===== src/rtl/pwm_pkg.sv =====
// Shared types for the PWM LED bank: per-channel mode and breathe ramp direction.
package pwm_pkg;

  typedef enum logic {
    MODE_STATIC  = 1'b0,
    MODE_BREATHE = 1'b1
  } mode_e;

  typedef enum logic {
    DIR_UP   = 1'b0,
    DIR_DOWN = 1'b1
  } dir_e;

endpackage


===== src/rtl/pwm_channel.sv =====
// One LED channel: shadow duty/mode registers, active duty swapped in only at period wrap,
// and the saturating breathe ramp. active_duty is a register; no backpressure.
module pwm_channel
  import pwm_pkg::*;
#(
  parameter int WIDTH = 8,
  parameter int STEP  = 1
) (
  input  logic             clk,
  input  logic             reset,
  input  logic             wr_sel,
  input  logic [WIDTH-1:0] wr_duty,
  input  logic             wr_mode,
  input  logic             period_end,
  output logic [WIDTH-1:0] active_duty
);

  localparam logic [WIDTH-1:0] DUTY_MAX = '1;
  localparam logic [WIDTH:0]   STEP_X   = (WIDTH+1)'(STEP);

  logic [WIDTH-1:0] shadow_duty_q, shadow_duty_d;
  logic [WIDTH-1:0] active_duty_q, active_duty_d;
  mode_e            shadow_mode_q, shadow_mode_d;
  mode_e            active_mode_q, active_mode_d;
  dir_e             dir_q, dir_d;

  logic [WIDTH-1:0] load_duty;
  mode_e            load_mode;
  dir_e             step_dir;
  logic [WIDTH:0]   up_sum;
  logic             up_sat;
  logic             dn_sat;

  always_comb begin
    // A write landing in the wrap cycle is what the next period uses.
    load_duty = wr_sel ? wr_duty : shadow_duty_q;
    load_mode = wr_sel ? mode_e'(wr_mode) : shadow_mode_q;
    step_dir  = (active_mode_q == MODE_STATIC) ? DIR_UP : dir_q;
    up_sum    = {1'b0, active_duty_q} + STEP_X;
    up_sat    = (up_sum >= {1'b0, DUTY_MAX});
    dn_sat    = ({1'b0, active_duty_q} <= STEP_X);

    shadow_duty_d = shadow_duty_q;
    shadow_mode_d = shadow_mode_q;
    active_duty_d = active_duty_q;
    active_mode_d = active_mode_q;
    dir_d         = dir_q;

    if (wr_sel) begin
      shadow_duty_d = wr_duty;
      shadow_mode_d = mode_e'(wr_mode);
    end

    if (period_end) begin
      active_mode_d = load_mode;
      if (load_mode == MODE_STATIC) begin
        active_duty_d = load_duty;
        dir_d         = DIR_UP;
      end else if (step_dir == DIR_UP) begin
        active_duty_d = up_sat ? DUTY_MAX : up_sum[WIDTH-1:0];
        dir_d         = up_sat ? DIR_DOWN : DIR_UP;
      end else begin
        active_duty_d = dn_sat ? '0 : (active_duty_q - STEP_X[WIDTH-1:0]);
        dir_d         = dn_sat ? DIR_UP : DIR_DOWN;
      end
    end
  end

  always_ff @(posedge clk or negedge reset) begin
    if (!reset) begin
      shadow_duty_q <= '0;
      shadow_mode_q <= MODE_STATIC;
      active_duty_q <= '0;
      active_mode_q <= MODE_STATIC;
      dir_q         <= DIR_UP;
    end else begin
      shadow_duty_q <= shadow_duty_d;
      shadow_mode_q <= shadow_mode_d;
      active_duty_q <= active_duty_d;
      active_mode_q <= active_mode_d;
      dir_q         <= dir_d;
    end
  end

  assign active_duty = active_duty_q;

endmodule


===== src/rtl/pwm_led_bank.sv =====
// Bank of PWM LED drivers sharing one prescaler and period counter.
// led is registered one cycle behind cnt; period_end is combinational at wrap; no backpressure.
module pwm_led_bank
  import pwm_pkg::*;
#(
  parameter int CHANNELS = 4,
  parameter int WIDTH    = 8,
  parameter int PRESCALE = 1,
  parameter int STEP     = 1
) (
  input  logic                clk,
  input  logic                reset,
  input  logic                enable,
  input  logic                wr_en,
  input  logic [4:0]          wr_ch,
  input  logic [WIDTH-1:0]    wr_duty,
  input  logic                wr_mode,
  output logic [CHANNELS-1:0] led,
  output logic                period_end
);

  localparam int               PSC_W    = (PRESCALE > 1) ? $clog2(PRESCALE) : 1;
  localparam logic [PSC_W-1:0] PSC_LAST = PSC_W'(PRESCALE - 1);
  localparam logic [WIDTH-1:0] CNT_MAX  = '1;

  logic [PSC_W-1:0]    psc_q, psc_d;
  logic [WIDTH-1:0]    cnt_q, cnt_d;
  logic [CHANNELS-1:0] led_q, led_d;
  logic                tick;
  logic [CHANNELS-1:0] wr_sel;
  logic [WIDTH-1:0]    active_duty [CHANNELS];

  assign tick       = enable && (psc_q == PSC_LAST);
  assign period_end = tick && (cnt_q == CNT_MAX);
  assign led        = led_q;

  always_comb begin
    // Disabling parks the timebase at zero so re-enable starts a fresh period.
    psc_d = '0;
    cnt_d = '0;
    if (enable) begin
      psc_d = tick ? '0 : (psc_q + PSC_W'(1));
      cnt_d = tick ? (cnt_q + WIDTH'(1)) : cnt_q;
    end
  end

  always_comb begin
    led_d = '0;
    for (int i = 0; i < CHANNELS; i++) begin
      led_d[i] = enable && (cnt_q < active_duty[i]);
    end
  end

  for (genvar i = 0; i < CHANNELS; i++) begin : g_ch
    assign wr_sel[i] = wr_en && (wr_ch == 5'(i));

    pwm_channel #(
      .WIDTH (WIDTH),
      .STEP  (STEP)
    ) u_ch (
      .clk         (clk),
      .reset       (reset),
      .wr_sel      (wr_sel[i]),
      .wr_duty     (wr_duty),
      .wr_mode     (wr_mode),
      .period_end  (period_end),
      .active_duty (active_duty[i])
    );
  end

  always_ff @(posedge clk or negedge reset) begin
    if (!reset) begin
      psc_q <= '0;
      cnt_q <= '0;
      led_q <= '0;
    end else begin
      psc_q <= psc_d;
      cnt_q <= cnt_d;
      led_q <= led_d;
    end
  end

endmodule


===== config.mk =====
export PLATFORM = sky130hd
export DESIGN_NAME = pwm_led_bank
export DESIGN_NICKNAME = d
export VERILOG_FILES = /design/src/rtl/pwm_pkg.sv /design/src/rtl/pwm_channel.sv /design/src/rtl/pwm_led_bank.sv
export SDC_FILE = /design/constraint.sdc
export NUM_CORES = 1
export LEC_CHECK = 0
export BUFFER_PORTS_ARGS = -buffer_cell sky130_fd_sc_hd__buf_2
export CAP_MARGIN = 0
export CORE_MARGIN = 2
export CORE_UTILIZATION = 25
export CTS_BUF_LIST = sky130_fd_sc_hd__clkbuf_8
export DETAILED_ROUTE_END_ITERATION = 6
export PLACE_DENSITY = 0.47
export SYNTH_ARGS = -nofsm -noshare
export SYNTH_HDL_FRONTEND = slang
export SYNTH_SLANG_ARGS = --single-unit

===== constraint.sdc =====
create_clock -name clk -period 2.4 [get_ports clk]
set_input_delay 0.48 -clock clk [delete_from_list [all_inputs] [get_ports clk]]
set_output_delay 0.48 -clock clk [all_outputs]
set_load 0.005 [all_outputs]

Yosys cells after proc, flatten, opt, wreduce, memory -nomap -nowiden
Index checks and enable logic that the tools add are counted.
Widths: inputs -> output; s select.
{"block": "op_classes", "n_eq_ne": 5, "n_mux": 48, "bitwise": 1, "add_sub_neg": 10, "reduce_logical": 11, "order_cmp": 12}
{"cell": "$mux 8", "count": 22}
{"cell": "$add 8x1->9 const B", "count": 4}
{"cell": "$ge 9x8->1 const B", "count": 4}
{"cell": "$le 8x1->1 const B", "count": 4}
{"cell": "$lt 8x8->1", "count": 4}
{"cell": "$sub 8x1->8 const B", "count": 4}
{"cell": "$mux 1", "count": 26}
{"cell": "$eq 5x2->1 const B", "count": 2}
{"cell": "$logic_and 1x1->1", "count": 10}
{"cell": "$add 8x1->8 const B", "count": 1}
{"cell": "$eq 8x8->1 const B", "count": 1}
{"cell": "$eq 5x1->1 const B", "count": 1}
{"cell": "$logic_not 5->1", "count": 1}
{"cell": "$ne 2x1->1 const B", "count": 1}
{"cell": "$add 1x1->1 const B", "count": 1}
{"cell": "$not 1->1", "count": 1}
{"block": "word_totals", "output_inout_bits": 5, "in_bits": 18, "word_cells": 110, "register_bits": 89}

Logic depth before layout (Yosys ltp)
Gate-level depths: netlist (run 1).
{"block": "depth", "word_depth": 5, "ltp_mapped": 8}

Cells and area by module
From an unflattened synthesis (run 1), not the netlist that was laid out.
{"block": "hier_totals", "cells_unflattened": 736, "area_unflattened_um2": 6635.1}
{"mod": "pwm_channel", "area_per_inst_um2": 1342.5, "n_inst": 4, "cells_each": 148, "seq_area_each_um2": 475.5}
{"mod": "pwm_led_bank", "area_per_inst_um2": 1265.0, "n_inst": 1, "cells_each": 144, "seq_area_each_um2": 325.3}

Worst setup path after synthesis (run 1)
OpenSTA, ideal clock, no wires.
{"block": "synth_path", "path_kind": "input to register", "from": "input wr_ch[3]", "to": "register g_ch[0].u_ch.active_duty_q[4]", "t_arrival_ps": 2217, "setup_time_ps": 132, "cell_stages": 8, "t_required_ps": 2268, "setup_slack_ps": 51, "cell_sequence": "nor4b_4 > nor3b_1 > buf_2 > mux2i_2 > clkinv_1 > nor3_1 > a21o_1 > a31oi_1"}
{"block": "synth_between", "elab_chain_cells": 4}
{"element": "start, declared", "line": "pwm_led_bank.sv:15", "text": "input logic [4:0] wr_ch,"}
{"element": "$logic_not 5->1", "line": "pwm_led_bank.sv:55", "text": "assign wr_sel[i] = wr_en && (wr_ch == 5'(i));"}
{"element": "$logic_and 1x1->1", "line": "pwm_led_bank.sv:55"}
{"element": "$mux 1", "line": "pwm_channel.sv:37", "text": "load_mode = wr_sel ? mode_e'(wr_mode) : shadow_mode_q;"}
{"element": "via g_ch[0].u_ch.load_mode", "line": "pwm_channel.sv:28", "text": "mode_e load_mode;"}
{"element": "$mux 8", "line": "pwm_channel.sv:56", "text": "if (load_mode == MODE_STATIC) begin"}
{"element": "end signal, assigned", "line": "pwm_channel.sv:79", "text": "active_duty_q <= active_duty_d;"}
{"element": "end, declared", "line": "pwm_channel.sv:22", "text": "logic [WIDTH-1:0] active_duty_q, active_duty_d;"}
The timed path passes the listed nets, and every way through them passes these cells.
A chain may end at the register's enable or synchronous reset.

Final worst setup path (run 1)
{"block": "layout_path", "from": "register g_ch[0].u_ch.active_duty_q[4]", "to": "register g_ch[0].u_ch.active_duty_q[2]"}
{"block": "layout_between", "elab_chain_cells": 5}
{"element": "$add 8x1->9", "line": "pwm_channel.sv:39", "text": "up_sum = {1'b0, active_duty_q} + STEP_X;"}
{"element": "$ge 9x8->1", "line": "pwm_channel.sv:40", "text": "up_sat = (up_sum >= {1'b0, DUTY_MAX});"}
{"element": "$mux 8", "line": "pwm_channel.sv:60", "text": "active_duty_d = up_sat ? DUTY_MAX : up_sum[WIDTH-1:0];"}
{"element": "$mux 8 (*)", "line": "pwm_channel.sv:59", "text": "end else if (step_dir == DIR_UP) begin"}
{"element": "$mux 8 (*)", "line": "pwm_channel.sv:56"}
Every way passes the cells marked *; elsewhere a longest branch is shown, timed or not.

==> impl_metrics.json, run 1 <==
{
  "synth_nets": 709,
  "setup_tns_ns": 0,
  "global_route_usage_over_all_layers": 0.143,
  "tritoncts_clock_tree": "built",
  "critPathLaunchType": "flip-flop",
  "postLayoutSetupSlackWorst_ns": 0.109,
  "grt_max_degree": 39,
  "power_density_nw_per_um2": 428,
  "starting_density_of_the_core": 0.256,
  "fin_crit_sh": 0.955,
  "routabilityCongestion": 0.872,
  "post-route-min-period_ns": 2.29,
  "synth_ff_type": "sky130_fd_sc_hd__dfrtp_1",
  "ctsHtreeMaxLevel": 3,
  "cts_hold_buffers": 0,
  "route.detailed.vias_per_inst": 4.98,
  "die_width_um": 160,
  "syn-cell-area_um2": 6050,
  "relative_area_change_from_synthesis_to_final_layout_pct": 18.3,
  "max_cap_violations": 0,
  "post_drt_wl_per_cell_um": 16.9,
  "timing_hold_violations_final": 0,
  "worst_ep_arrival_time_ns": 2.54,
  "portBuffers": 22,
  "die_height_um": 160,
  "drt_first_iter_violations": 318,
  "timing_max_transition_violations_final": 0,
  "timing_worst_setup_path_type": "reg -> reg",
  "mean_syn_cell_area_um2": 9.36,
  "finalSetupViolations": 0,
  "yosys_warnings": 0,
  "cp.required_ns": 2.65,
  "place.detailed.hpwl_um": 13200,
  "asyncSetResetFlopFracSynth": 1.00,
  "post_synth_inst_count": 646,
  "num-nets-final": 783,
  "synth_enable_flop_cells": 0,
  "drt-total-wl_um": 17600,
  "clock_sinks": 89,
  "fin_worst_hold_slack_ns": 0.0356,
  "peakVddDrop_mv": 0.222,
  "grt_first_pass_wirelength_um": 28700,
  "clk-insertion-delay-late_ns": 0.37,
  "synth_cell_types": 73,
  "outcome": "completed",
  "final_layout_size_suffix_gt1_frac": 0.225,
  "cts_inserted_buffers": 9,
  "clock.fmax_mhz": 436,
  "floorplan.die_area_um2": 25500,
  "place_worst_setup_slack_ns": -0.0137,
  "cts-root-to-sink-buffers": 2,
  "fin_worst_skew_ns": 0.00534,
  "clockRootBuffer": "sky130_fd_sc_hd__clkbuf_8",
  "antenna_cells": 0,
  "grt_antenna_before_repair": 0,
  "report.power.total_mw": 3.06,
  "vias": 5199,
  "power.leakage_nw": 3.31,
  "drc": 0,
  "placement_rows": 56,
  "ys_seq_area_frac": 0.368,
  "clkTransAtPathRegs_ns": 0.09,
  "firstDrtPassIters": 6,
  "antenna_violating_nets_post_route": 0,
  "worst-r2r-setup-slack_ns": 0.11,
  "count_of_pins_on_the_block_boundary": 23,
  "worst_hold_path_type": "in -> async",
  "rsz0062_at_grt": "no",
  "overflow": 0,
  "grt_pass1_vias": 5051,
  "placeableCoreArea_um2": 23600,
  "yosys_register_bits": 89,
  "crit_path_end_kind": "flip-flop",
  "worst-path-max-fanout": 7,
  "fillerInstances": 2520
}
==> Yosys cell counts, types with 7 or more instances <==
library cell	instances	area (um^2)
sky130_fd_sc_hd__and2_1	11	68.8
sky130_fd_sc_hd__mux2_2	32	360
sky130_fd_sc_hd__a21o_1	15	113
sky130_fd_sc_hd__nand3_1	21	105
sky130_fd_sc_hd__o22ai_1	11	68.8
sky130_fd_sc_hd__o211ai_1	10	75.1
sky130_fd_sc_hd__nand2b_1	8	50.1
sky130_fd_sc_hd__nand2_1	37	139
sky130_fd_sc_hd__o21ai_0	47	235
sky130_fd_sc_hd__and3_1	7	43.8
sky130_fd_sc_hd__ha_1	45	563
sky130_fd_sc_hd__dfrtp_1	89	2230
sky130_fd_sc_hd__a211oi_1	12	90.1
sky130_fd_sc_hd__a31oi_1	10	62.6
sky130_fd_sc_hd__nor2b_1	7	43.8
sky130_fd_sc_hd__a21oi_1	21	105
sky130_fd_sc_hd__xnor2_1	20	175
sky130_fd_sc_hd__inv_1	42	158
sky130_fd_sc_hd__nor2_1	39	146
sky130_fd_sc_hd__clkbuf_1	16	60.1
sky130_fd_sc_hd__a221oi_1	7	61.3
sky130_fd_sc_hd__or3_1	7	43.8
sky130_fd_sc_hd__nor3_1	29	145
==> registers in the layout, summed over array words and instances (netlist names) <==
register / count
g_ch.u_ch.active_duty: 32
g_ch.u_ch.shadow_duty_q: 32
cnt_q: 8
g_ch.u_ch.active_mode_q: 4
g_ch.u_ch.dir_q: 4
g_ch.u_ch.shadow_mode_q: 4
led: 4
psc_q: 1
==> worst max-delay path, stage by stage, from the launching register on <==
cell and delay (ns):
sky130_fd_sc_hd__dfrtp_2 0.47, sky130_fd_sc_hd__or4_4 0.53, sky130_fd_sc_hd__nor4_4 0.30, sky130_fd_sc_hd__nor2_1 0.12
sky130_fd_sc_hd__a221o_1 0.30, sky130_fd_sc_hd__a211oi_1 0.31, sky130_fd_sc_hd__a221oi_1 0.13
==> metal layers <==
metal / up-vias / track usage / wire length, um
met5: - / 0 / 0
met4: 0 / 0.0388 / 259
met3: 21 / 0.0300 / 749
met2: 117 / 0.219 / 7810
met1: 2527 / 0.203 / 8820
li1: 2534 / - / -
==> logic make-up after synthesis <==
group / synth area share
AOI/OAI and AO/OA: 0.213
xor gates and xnor gates: 0.0319
adders and majority gates: 0.0931
buffers and inverters: 0.0496
DFF: 0.368
muxes: 0.0728
other: 0.000620
and+or+nand+nor: 0.171
==> what timing repair did <==
action | 4_1_cts | 5_1_grt
endpoints found under the hold margin | 0 | 0
setup endpoints to repair | 1 | 7
buffers inserted | 2 | 2
pin swaps | 1 | 1
gates resized for setup | 3 | 5
==> through the flow <==
step,instances,cell area [um^2],utilization
after floorplan,646,6050,-
after global placement,1024,6950,0.294
after detailed placement,1024,6950,0.294
after CTS,1042,7130,0.302
after global routing,1044,7160,0.303
final,1044,7160,0.303
==> report_power, final <==
| group | switching [mW] | internal [mW] |
|---|---|---|
| Clock | 0.569 | 0.365 |
| Combinational | 0.267 | 0.209 |
| Sequential | 0.0309 | 1.62 |
| Total | 0.867 | 2.20 |
==> cell type report <==
class | instances | area, um^2 | share of cell area
Clock buffer | 9 | 124 | 0.0173
Inverter | 46 | 173 | 0.0241
Timing Repair Buffer | 90 | 661 | 0.0923
Multi-Input combinational cell | 484 | 3530 | 0.493
Sequential cell | 89 | 2230 | 0.312
Tap cell | 319 | 399 | 0.0558
Clock inverter | 7 | 41.3 | 0.00577
==> cell usage in the layout, fill, tap and decap left out, types with 21 or more instances in the layout <==
master                    Yosys  final
sky130_fd_sc_hd__inv_1       42     44
sky130_fd_sc_hd__buf_4        3     66
sky130_fd_sc_hd__nor2_1      39     39
sky130_fd_sc_hd__a21oi_1     21     21
sky130_fd_sc_hd__o21ai_0     47     47
sky130_fd_sc_hd__ha_1        45     45
sky130_fd_sc_hd__nor3_1      29     29
sky130_fd_sc_hd__dfrtp_1     89     86
sky130_fd_sc_hd__buf_2        6     21
sky130_fd_sc_hd__nand2_1     37     37
sky130_fd_sc_hd__mux2_2      32     32
sky130_fd_sc_hd__nand3_1     21     21
==> path summary, 6_finish.rpt <==
path                                          startpoint                             to  depth (start not counted)
setup reg to reg             g_ch[0].u_ch.active_duty[4]    g_ch[0].u_ch.active_duty[2]                          6
min in group clk                              wr_duty[7]  g_ch[2].u_ch.shadow_duty_q[7]                          2
setup / recovery             g_ch[0].u_ch.active_duty[4]    g_ch[0].u_ch.active_duty[2]                          6
hold reg to reg            g_ch[1].u_ch.shadow_duty_q[4]  g_ch[1].u_ch.shadow_duty_q[4]                          1
hold / removal                                     reset                         led[0]                          1
max in group asynchronous                          reset  g_ch[3].u_ch.shadow_duty_q[1]                          2
Note: power is estimated with default switching activity, not from simulation.
==> run 2: changes to the inputs <==
--- a/config.mk
+++ b/config.mk
@@ -5,6 +5,7 @@
 export SDC_FILE = /design/constraint.sdc
 export NUM_CORES = 1
 export LEC_CHECK = 0
+export ABC_AREA = 1
 export BUFFER_PORTS_ARGS = -buffer_cell sky130_fd_sc_hd__buf_2
 export CAP_MARGIN = 0
 export CORE_MARGIN = 2
==> impl_metrics.json, run 2 <==
{
  "drt-total-wl_um": 18400,
  "grt_pass1_vias": 5484,
  "crit_path_end_kind": "output pin",
  "synth_cell_types": 42,
  "firstDrtPassIters": 7,
  "layout.cells.most_common": "sky130_fd_sc_hd__nand2_1",
  "most-common-layout-cells": "sky130_fd_sc_hd__nand2_1 (211), sky130_fd_sc_hd__inv_1 (121), sky130_fd_sc_hd__dfrtp_1 (89), sky130_fd_sc_hd__nor2_1 (71), sky130_fd_sc_hd__o21ai_0 (70)",
  "syn-cell-area_um2": 6370,
  "num-nets-final": 980,
  "multi_input_area_um2": 3530,
  "whs_endpoint": "cnt_q[4]",
  "cts-root-to-sink-buffers": 2,
  "cp.required_ns": 1.92,
  "die_width_um": 164,
  "placeableCoreArea_um2": 25100,
  "clock.fmax_mhz": 446,
  "tritoncts_clock_tree": "built",
  "worst-r2r-setup-slack_ns": 0.29,
  "number_of_placed_instances_with_taps_included": 1230,
  "overflow": 0,
  "power_density_nw_per_um2": 456,
  "cts_inserted_buffers": 9,
  "synth_ff_type": "sky130_fd_sc_hd__dfrtp_1",
  "outcome": "completed",
  "postLayoutSetupSlackWorst_ns": 0.157,
  "die_height_um": 164,
  "ff_latch_area_um2": 2230,
  "power.leakage_nw": 3.76,
  "route.detailed.vias_per_inst": 4.58,
  "worst_hold_path_type": "in -> reg",
  "timing_worst_setup_path_type": "reg -> out",
  "yosysTopAreaCellShare": 0.350,
  "clk-insertion-delay-late_ns": 0.39,
  "reg2reg_from": "g_ch[0].u_ch.active_duty[0]",
  "final_layout_size_suffix_gt1_frac": 0.112,
  "synth_nets": 943,
  "synth_enable_flop_cells": 0,
  "synthMostInstantiatedCell": "sky130_fd_sc_hd__nand2_1",
  "post-route-min-period_ns": 2.24,
  "reg2regPathDepth": 12,
  "clock_sinks": 89,
  "global_route_usage_over_all_layers": 0.145,
  "worst_hold_path_cell_count": 3,
  "starting_density_of_the_core": 0.254,
  "peakVddDrop_mv": 0.295,
  "placement_rows": 58,
  "post_synth_inst_count": 880,
  "worst-path-max-fanout": 7,
  "terminus_of_the_critical_flop_to_flop_path": "g_ch[0].u_ch.active_duty[2]",
  "relative_area_change_from_synthesis_to_final_layout_pct": 12.7,
  "place_worst_setup_slack_ns": 0.204,
  "stdcell_count": 1253,
  "finalSetupViolations": 0,
  "drc": 0,
  "routabilityCongestion": 0.883,
  "count_of_pins_on_the_block_boundary": 23,
  "critPathLaunchType": "flip-flop",
  "final_design_area_no_fill_um2": 7170,
  "postLayoutCoreUtil": 0.286,
  "grt_antenna_before_repair": 1,
  "synth_top_cell_by_area": "sky130_fd_sc_hd__dfrtp_1",
  "fillerInstances": 2807,
  "yosys_register_bits": 89,
  "asyncSetResetFlopFracSynth": 1.00,
  "antenna_violating_nets_post_route": 0,
  "grt_max_degree": 47,
  "ys_seq_area_frac": 0.350,
  "fin_crit_sh": 0.935,
  "place.detailed.hpwl_um": 13600,
  "portBuffers": 22,
  "worst_ep_arrival_time_ns": 1.76,
  "timing_max_transition_violations_final": 0,
  "max-slew-margin-rel": 0.643,
  "vias": 5734,
  "yosys_warnings": 0,
  "max_slew.worst_pin.slew_ns": 0.536,
  "post_drt_wl_per_cell_um": 14.7,
  "clockRootBuffer": "sky130_fd_sc_hd__clkbuf_8",
  "ctsHtreeMaxLevel": 3,
  "synth_top_cells_by_area": "sky130_fd_sc_hd__dfrtp_1 (35%), sky130_fd_sc_hd__nand2_1 (12%), sky130_fd_sc_hd__ha_1 (8.8%)",
  "synth_top_cells_by_count": "sky130_fd_sc_hd__nand2_1 (211), sky130_fd_sc_hd__inv_1 (122), sky130_fd_sc_hd__dfrtp_1 (89)",
  "setup_tns_ns": 0,
  "drt_first_iter_violations": 385,
  "fin_worst_hold_slack_ns": 0.373,
  "clkTransAtPathRegs_ns": 0.10,
  "hp-start": "enable",
  "placement.cell_area_um2": 6910,
  "max_cap_violations": 0,
  "grt_first_pass_wirelength_um": 30000,
  "fin_worst_skew_ns": 0.0187,
  "floorplan.die_area_um2": 26800,
  "mean_syn_cell_area_um2": 7.23,
  "timing_hold_violations_final": 0,
  "report.power.total_mw": 3.27
}
run 2: worst max path at each step:
stage / startpoint / end / slack (ns) / cells after the start
2_1_floorplan: cnt_q[1] / period_end / 0.53 / 6
3_3_place_gp: wr_en / g_ch[3].u_ch.active_duty[4] / 0.21 / 10
3_5_place_dp: wr_en / g_ch[3].u_ch.active_duty[4] / 0.20 / 10
4_1_cts: cnt_q[0] / period_end / 0.07 / 6
5_1_grt: cnt_q[0] / period_end / -0.02 / 6
6_report: cnt_q[1] / period_end / 0.16 / 6
run 2: metal layers:
layer,global-route usage,share of wire,vias up
met5,0,0,-
met4,0.0259,0.0075,0
met3,0.0284,0.039,11
met2,0.230,0.44,112
met1,0.206,0.51,2667
li1,-,-,2944
run 2: final cells by class:
cell class                 instances  area share
sequential                        89       0.310
antenna                            1    0.000349
tap                              330      0.0576
inverter                         128      0.0677
multi-input combinational        642       0.492
clock buffer                      10      0.0192
timing repair buffer              47      0.0440
clock inverter                     6     0.00907
run 2: critical path, cell delays in order (launching register included):
cell	delay, ns
sky130_fd_sc_hd__dfrtp_1	0.36
sky130_fd_sc_hd__ha_2	0.20
sky130_fd_sc_hd__nand3_2	0.10
sky130_fd_sc_hd__nor3b_2	0.22
sky130_fd_sc_hd__nand4_1	0.19
sky130_fd_sc_hd__inv_4	0.15
sky130_fd_sc_hd__buf_2	0.15
run 2: cell families (layout without fill, tap and decap cells):
family / Yosys count / in the layout / synth area share
AOI/OAI and AO/OA: 180 / 180 / 0.159
xor gates and xnor gates: 19 / 19 / 0.0261
adders and majority gates: 45 / 45 / 0.0884
buffers and inverters: 149 / 191 / 0.0973
DFF: 89 / 89 / 0.350
other: 1 / 2 / 0.000589
and+or+nand+nor: 397 / 397 / 0.278
run 2: timing repair:
action,CTS,global route
pin swaps,0,3
hold endpoints to repair,22,0
buffers inserted,0,5
endpoints found under the setup margin,1,1
resized for setup,1,3
hold buffers,1,0
run 2: power by group:
part	internal, mW	total (mW)	switching (mW)	leakage (nW)
Sequential	1.61	1.65	0.0312	0.991
Combinational	0.159	0.493	0.334	2.66
Clock	0.514	1.13	0.615	0.103
